**src/rtl/anf_degree_scan.sv**
```systemverilog
// ANF degree / weight scanner.
// Snapshots an N-coefficient algebraic normal form vector on start, then walks
// it LANES coefficients per cycle, tracking the highest monomial degree seen
// and the number of monomials. The results are published with a one-cycle
// done pulse and held until the next scan completes or reset.
module anf_degree_scan #(
  parameter int N      = 1024,
  parameter int LOG2_N = 10,
  parameter int LANES  = 8
) (
  input  logic              clk,
  input  logic              rst,
  input  logic              start,
  input  logic [0:N-1]      anf,
  output logic              busy,
  output logic              done,
  output logic [LOG2_N:0]   degree,
  output logic [LOG2_N:0]   weight,
  output logic              zero_fn
);

  localparam int W   = LOG2_N + 1;
  localparam int NCH = N / LANES;
  localparam int CW  = (NCH > 1) ? $clog2(NCH) : 1;
  localparam logic [CW-1:0] LAST_CHUNK = CW'(NCH - 1);

  typedef enum logic [1:0] {IDLE, SCAN, DONE} state_t;

  state_t            state_q, state_d;
  logic [0:N-1]      snap_q, snap_d;
  logic [CW-1:0]     c_q, c_d;
  logic [W-1:0]      max_q, max_d;
  logic [W-1:0]      sum_q, sum_d;
  logic [W-1:0]      degree_q, degree_d;
  logic [W-1:0]      weight_q, weight_d;
  logic              zero_q, zero_d;

  logic [W-1:0]      chunk_sum;
  logic [W-1:0]      chunk_max;
  logic [LOG2_N-1:0] idx;
  logic [W-1:0]      pc;
  logic [W-1:0]      sum_n;
  logic [W-1:0]      max_n;

  // Number of variables in the monomial addressed by a coefficient index.
  function automatic logic [W-1:0] popcount(input logic [LOG2_N-1:0] v);
    logic [W-1:0] r;
    r = '0;
    for (int b = 0; b < LOG2_N; b++) r = r + W'(v[b]);
    return r;
  endfunction

  // Reduce the current chunk of the snapshot to its set-bit count and its
  // highest monomial degree.
  always_comb begin
    chunk_sum = '0;
    chunk_max = '0;
    idx       = '0;
    pc        = '0;
    for (int l = 0; l < LANES; l++) begin
      idx = LOG2_N'(int'(c_q) * LANES + l);
      if (snap_q[idx]) begin
        chunk_sum = chunk_sum + W'(1);
        pc        = popcount(idx);
        if (pc > chunk_max) chunk_max = pc;
      end
    end
  end

  // Running totals including the chunk under examination this cycle.
  always_comb begin
    sum_n = sum_q + chunk_sum;
    max_n = (chunk_max > max_q) ? chunk_max : max_q;
  end

  // Next-state logic: start is only honoured outside SCAN, so a scan in
  // progress can never be restarted or have its snapshot overwritten.
  always_comb begin
    state_d  = state_q;
    snap_d   = snap_q;
    c_d      = c_q;
    max_d    = max_q;
    sum_d    = sum_q;
    degree_d = degree_q;
    weight_d = weight_q;
    zero_d   = zero_q;
    case (state_q)
      SCAN: begin
        sum_d = sum_n;
        max_d = max_n;
        c_d   = c_q + CW'(1);
        if (c_q == LAST_CHUNK) begin
          degree_d = max_n;
          weight_d = sum_n;
          zero_d   = (sum_n == '0);
          state_d  = DONE;
        end
      end
      default: begin
        // IDLE and DONE both accept a new request, giving back-to-back scans.
        if (start) begin
          snap_d  = anf;
          c_d     = '0;
          max_d   = '0;
          sum_d   = '0;
          state_d = SCAN;
        end else begin
          state_d = IDLE;
        end
      end
    endcase
  end

  // State and result registers; the snapshot and running totals are always
  // re-initialised by start, so only control and published results reset.
  always_ff @(posedge clk) begin
    snap_q <= snap_d;
    max_q  <= max_d;
    sum_q  <= sum_d;
    if (rst) begin
      state_q  <= IDLE;
      c_q      <= '0;
      degree_q <= '0;
      weight_q <= '0;
      zero_q   <= 1'b1;
    end else begin
      state_q  <= state_d;
      c_q      <= c_d;
      degree_q <= degree_d;
      weight_q <= weight_d;
      zero_q   <= zero_d;
    end
  end

  assign busy    = (state_q == SCAN);
  assign done    = (state_q == DONE);
  assign degree  = degree_q;
  assign weight  = weight_q;
  assign zero_fn = zero_q;

endmodule
```
**config.mk**
```make
export PLATFORM = sky130hd
export DESIGN_NAME = anf_degree_scan
export DESIGN_NICKNAME = d
export VERILOG_FILES = /design/src/rtl/anf_degree_scan.sv
export SDC_FILE = /design/constraint.sdc
export NUM_CORES = 1
export LEC_CHECK = 0
export ABC_AREA = 0
export BUFFER_PORTS_ARGS = -buffer_cell sky130_fd_sc_hd__buf_2
export CELL_PAD_IN_SITES_DETAIL_PLACEMENT = 1
export CELL_PAD_IN_SITES_GLOBAL_PLACEMENT = 2
export CORE_AREA = 10 10 401 403
export DETAILED_ROUTE_END_ITERATION = 16
export DIE_AREA = 0 0 411 413
export MAX_ROUTING_LAYER = met4
export PLACE_DENSITY_LB_ADDON = 0.1
export SYNTH_ARGS = -nofsm -noshare
export SYNTH_HDL_FRONTEND = slang
export SYNTH_SLANG_ARGS = --single-unit
```
**constraint.sdc**
```tcl
create_clock -name clk -period 33 [get_ports clk]
set_input_delay 3.3 -clock clk [delete_from_list [all_inputs] [get_ports clk]]
set_output_delay 3.3 -clock clk [all_outputs]
set_load 0.02 [all_outputs]
```
Word-level counts from Yosys, hierarchy flattened
Index checks and enable logic that the tools add are counted.
{ "classes": {"n_addsub": 85, "n_lt_le_gt_ge": 17, "n_eq_ne": 4, "n_mux": 57, "bitwise_logic": 9, "reduce_logical": 4} }
{ "ops": {"columns": ["cell", "count"], "rows": [
  ["2-to-1 mux 11 bit", 25],
  [">= comparator 11 bit (second input constant)", 8],
  ["inverter 10 -> 11 bit", 8],
  ["binary-select mux 1 bit (select 10 bit)", 8],
  ["adder 11 x 1 -> 11 bit (second input constant)", 7],
  ["greater-than comparator 10 x 11 -> 1 bit", 7],
  ["adder 9 x 1 -> 10 bit", 7],
  ["adder 8 x 1 -> 9 bit", 7],
  ["adder 6 x 1 -> 7 bit", 8],
  ["adder 7 x 1 -> 8 bit", 7],
  ["adder 5 x 1 -> 6 bit", 8],
  ["adder 10 x 3 -> 10 bit (second input constant)", 4],
  ["adder 4 x 1 -> 5 bit", 8],
  ["adder 3 x 1 -> 4 bit", 8],
  ["2-to-1 mux 7 bit", 4],
  ["adder 2 x 1 -> 3 bit", 8],
  ["adder 10 x 2 -> 10 bit (second input constant)", 2],
  ["2-to-1 mux 1 bit", 18],
  ["adder 1 x 1 -> 2 bit", 8],
  ["adder 11 bit", 1],
  ["greater-than comparator 11 bit", 1],
  ["zero test 11 bit", 1],
  ["adder 10 x 1 -> 10 bit (second input constant)", 1],
  ["adder 7 x 1 -> 7 bit (second input constant)", 1],
  ["other kinds (9)", 11]
]} }
{ "word_totals": {"regBits": 1078, "inputBits": 1027, "output_inout_bits": 25, "wordCells": 184} }

Longest topological paths before layout
{ "depth": {"depth_word": 34, "mapped_depth": 84, "ltp_nobuf": 78} }

Worst setup path after synthesis
OpenSTA, ideal clock, no wires.
{ "synth_path": {"kind": "input to register", "startpoint": "in start", "endpoint": "reg snap_q[0] in the netlist's numbering (enable)", "setup_ps": 1526, "arrival_ps": 26219, "t_required_ps": 31474, "path_slack_ps": 5255, "stages": 1, "path_buffers": 0, "path_cell_list": "and2_1"} }
{ "synth_via": {"elab_chain_len": 1} }
{ "synth_lines": {"columns": ["element", "line", "rtl"], "rows": [
  ["start: declaration", "13", "input logic start,"],
  ["AND reduction 2 bit (no line)", null, null],
  ["end signal: assignment", "117", "snap_q <= snap_d;"],
  ["end: declaration", "30", "logic [0:N-1] snap_q, snap_d;"]
]} }
Every way passes these cells.
A chain may end at the register's enable or synchronous reset.

Worst setup path in the final report
{ "layout_path": {"startpoint": "reg c_q[0]", "endpoint": "reg max_q[3], data pin"} }
{ "layout_via": {"elab_chain_len": 33, "elab_cells_between_ends": 121, "cone_classes": "62 x add/sub; 9 x order compare; 42 x mux; 8 x bitwise"} }
{ "layout_lines": {"columns": ["element", "line", "rtl"], "rows": [
  ["start: declaration", "31", "logic [CW-1:0] c_q, c_d;"],
  ["start signal: assignment", "122", "c_q <= '0;"],
  ["start signal: assignment", "128", "c_q <= c_d;"],
  ["parallel branches: the longest is 29 deep, another holds greater-than comparator 10 x 11 -> 1 bit", null, null],
  ["2-to-1 mux 11 bit *", "62", "if (snap_q[idx]) begin"],
  ["greater-than comparator 11 bit", "73", "max_n = (chunk_max > max_q) ? chunk_max : max_q;"],
  ["2-to-1 mux 11 bit *", "73", null],
  ["2-to-1 mux 11 bit *", "87", "case (state_q)"],
  ["end signal: assignment", "118", "max_q <= max_d;"],
  ["end: declaration", "32", "logic [W-1:0] max_q, max_d;"]
]} }
Every way passes the cells marked *. The select of a mux whose other input is x is not followed.

==> impl_metrics.py <==
metrics = {
    "setup_path": {
        "endpoint_kind": "flip-flop",
        "crit-reg2reg-launch": "c_q[0]$_SDFFE_PP0P_",
        "worst_path_most_repeated_cell": "ha_1",
        "path_class": "flip-flop to flip-flop",
        "r2r_setup_slack_ns": 16.65,
        "r2r_cells": 70,
        "endpoint": "max_q[3]$_SDFFCE_PN0P_",
        "crit_start": "c_q[0]$_SDFFE_PP0P_",
        "cpPeakStageDelay_ns": 0.76,
        "cp_max_fo": 28,
        "reg2reg_to": "max_q[3]$_SDFFCE_PN0P_",
        "cp-start-kind": "flip-flop",
        "required_ns": 33.49,
        "arrival_ns": 16.84,
        "critPathSlowestCell": "dfxtp_4",
    },
    "timing": {
        "setup_slack_ns": 16.65,
        "finalHoldViolCount": 0,
        "maxSlewViolCount": 0,
        "fin_skew_ns": 0.04521,
        "setup-violations-final": 0,
        "maxSlewHeadroom": 0.1078,
        "period_share": 0.4954,
        "fin_setup_tns_ns": 0,
        "post-route-min-period_ns": 16.35,
        "fmax_mhz": 61.17,
        "worstMarginPinSlew_ns": 1.305,
        "rsz0062_at_grt": "no",
    },
    "place": {
        "gp_congestion": 0.8436,
        "dp_cells": 5263,
        "portBuffers": 1051,
        "dp_hpwl_mm": 146.9,
        "dpl_worst_slack_ns": 16.63,
        "place_area_um2": 51530,
    },
    "synthesis": {
        "synth_top_family_by_area": "multiplexers",
        "synth_compound_area_frac": 0.04291,
        "synth_flop_cell": "edfxtp_1",
        "synthesis.area_um2": 44030,
        "syn_avg_cell_area_um2": 19.70,
        "yosysSeqAreaShare": 0.7279,
        "synth-seq-cells": 1078,
        "synth-async-reset-ratio": 0,
        "synth.area.mux_share": 0.1478,
        "ys_warn_count": 0,
        "synth_edf_count": 1046,
        "synthCells": 2235,
        "synth_xor_area_frac": 0.005427,
        "synth.distinct_cells": 100,
        "synthAdderAreaFrac": 0.02017,
        "yosys.area_share.simple": 0.03495,
    },
    "routing": {
        "drc": 0,
        "wl_per_cell_um": 33.64,
        "antenna_left": 0,
        "dr.pass1.iters": 5,
        "postRouteWirelength_mm": 187.5,
        "vias": 27150,
        "routed_via_density": 4.872,
        "drtIter0Drc": 2183,
    },
    "cts": {
        "cts_resized": 0,
        "cts_buffers": 131,
        "h-tree-depth": 4,
        "cts_setup_buffers": 0,
        "clk_latency_ns": 0.76,
        "clockBufferDepth": 3,
        "cts_root_buf": "clkbuf_16",
        "holdBufCountCts": 0,
        "cts_sinks": 1078,
        "clk_pin_slew_ns": 0.06,
        "cts_tree": "yes",
    },
    "pwr": {
        "leakagePower_nw": 20.28,
        "ir_drop_mv": 0.04702,
        "power_density_nw_per_um2": 61.73,
    },
    "outcome": {
        "status": "completed",
    },
    "grt": {
        "antenna_found_initial": 228,
        "grt-ovfl-total": 0,
        "track_usage": 0.2196,
        "grt_max_degree": 184,
        "grt_pass1_vias": 29820,
        "grt_pass1_wl_mm": 249.6,
    },
    "layout": {
        "design_area_um2": 55870,
        "finalCoreUtilization": 0.3653,
        "layout-drive-gt1-share": 0.4567,
        "finalNonFillerCells": 5572,
        "n_fill_cell": 15570,
        "area_growth_pct": 26.88,
        "fin_nets": 4444,
    },
    "die": {
        "die_y_um": 413,
        "die_w_um": 411,
        "fp-row-count": 144,
        "core_area_um2": 153000,
        "die_area_um2": 169700,
        "ioPinCount": 1052,
        "start_util": 0.2879,
    },
    "job": {
        "maxCapViolations": 0,
    },
    "min_path": {
        "hold_path.class": "flip-flop to flip-flop",
    },
}
-- per-stage QoR --
step / power (W) / hold slack, ns
after CTS: 0.003496 / 0.4573
after detailed placement: 0.002080 / 0.4496
after global routing: 0.003591 / 0.4755
final: 0.003449 / 0.4559
after global placement: 0.002069 / 0.4469
after floorplan: 0.001977 / 0.5126
-- metal layers --
metal  GRT usage  vias to the layer above  share of wire
met2      0.3949                     1192           0.53
li1            -                    11540              -
met3     0.05094                      442          0.064
met4     0.04273                        0          0.024
met5           -                        -              0
met1      0.2495                    13970           0.38
-- power breakdown --
part | internal, W | switching (W)
Combinational | 0.000185 | 0.000237
Sequential | 0.00160 | 0.0000259
Clock | 0.000815 | 0.000588
-- worst min path at each step --
stage | from | to | depth (start not counted)
global route | weight[0]$_SDFFE_PP0P_ | weight[0]$_SDFFE_PP0P_ | 2
floorplan | max_q[10]$_SDFFCE_PN0P_ | degree[10]$_SDFFE_PP0P_ | 2
detailed placement | degree[3]$_SDFFE_PP0P_ | degree[3]$_SDFFE_PP0P_ | 2
global placement | weight[6]$_SDFFE_PP0P_ | weight[6]$_SDFFE_PP0P_ | 2
CTS | degree[3]$_SDFFE_PP0P_ | degree[3]$_SDFFE_PP0P_ | 2
finish | degree[3]$_SDFFE_PP0P_ | degree[3]$_SDFFE_PP0P_ | 2
-- worst max-delay path: cells and delay by family, from the launching register on --
family          cells  cell delay [ns]
mux                 3             0.98
flops               1             0.76
compound gates     25             4.59
simple gates       22             4.05
buf+inv             7             1.05
fa+ha+maj          13             4.57
-- kinds of logic after synthesis --
logic type      count (synthesis)
compound gates                250
xor+xnor                       23
fa+ha+maj                      65
buf+inv                       156
flops                        1078
mux                           344
other cells                     1
simple gates                  318
-- cell usage after synthesis (29+ instances only) --
library cell / n / share of area
edfxtp_1: 1046 / 0.71
mux4_2: 234 / 0.12
nand2_1: 110 / 0.0094
mux2i_1: 79 / 0.018
nor2_1: 71 / 0.0061
a21oi_1: 56 / 0.0064
ha_1: 55 / 0.016
inv_1: 41 / 0.0035
dfxtp_1: 32 / 0.015
o21ai_0: 31 / 0.0035
clkbuf_1: 29 / 0.0025
-- sequential cells by signal (all words and copies together), names as in the netlist --
name     flops
c_q          7
snap_q    1024
state_q      2
max_q       11
degree      11
sum_q       11
zero_fn      1
weight      11
-- placed cells by master (no fill, tap or decap), drive strengths merged, types with 36 or more instances in the layout --
cell type / synthesis / layout
a21oi: 57 / 57
buf: 79 / 1091
clkbuf: 30 / 170
clkinv: 3 / 52
diode: 0 / 75
edfxtp: 1046 / 1046
ha: 55 / 55
inv: 44 / 51
mux2i: 80 / 80
mux4: 240 / 240
nand2: 111 / 111
nor2: 72 / 72
o21ai: 36 / 36
-- area by class of cell --
cell class / count / area [um^2] / share of cell area
multi-input cells: 1003 / 11120 / 0.1989
clock inverters: 64 / 629.4 / 0.01126
flip-flops and latches: 1078 / 32070 / 0.5740
inverters: 47 / 176.4 / 0.003158
repair buffers: 1091 / 5610 / 0.1004
diodes: 75 / 187.7 / 0.003359
well taps: 2044 / 2557 / 0.04577
clock buffers: 170 / 3527 / 0.06313
Power figures use the tool's default switching activity.
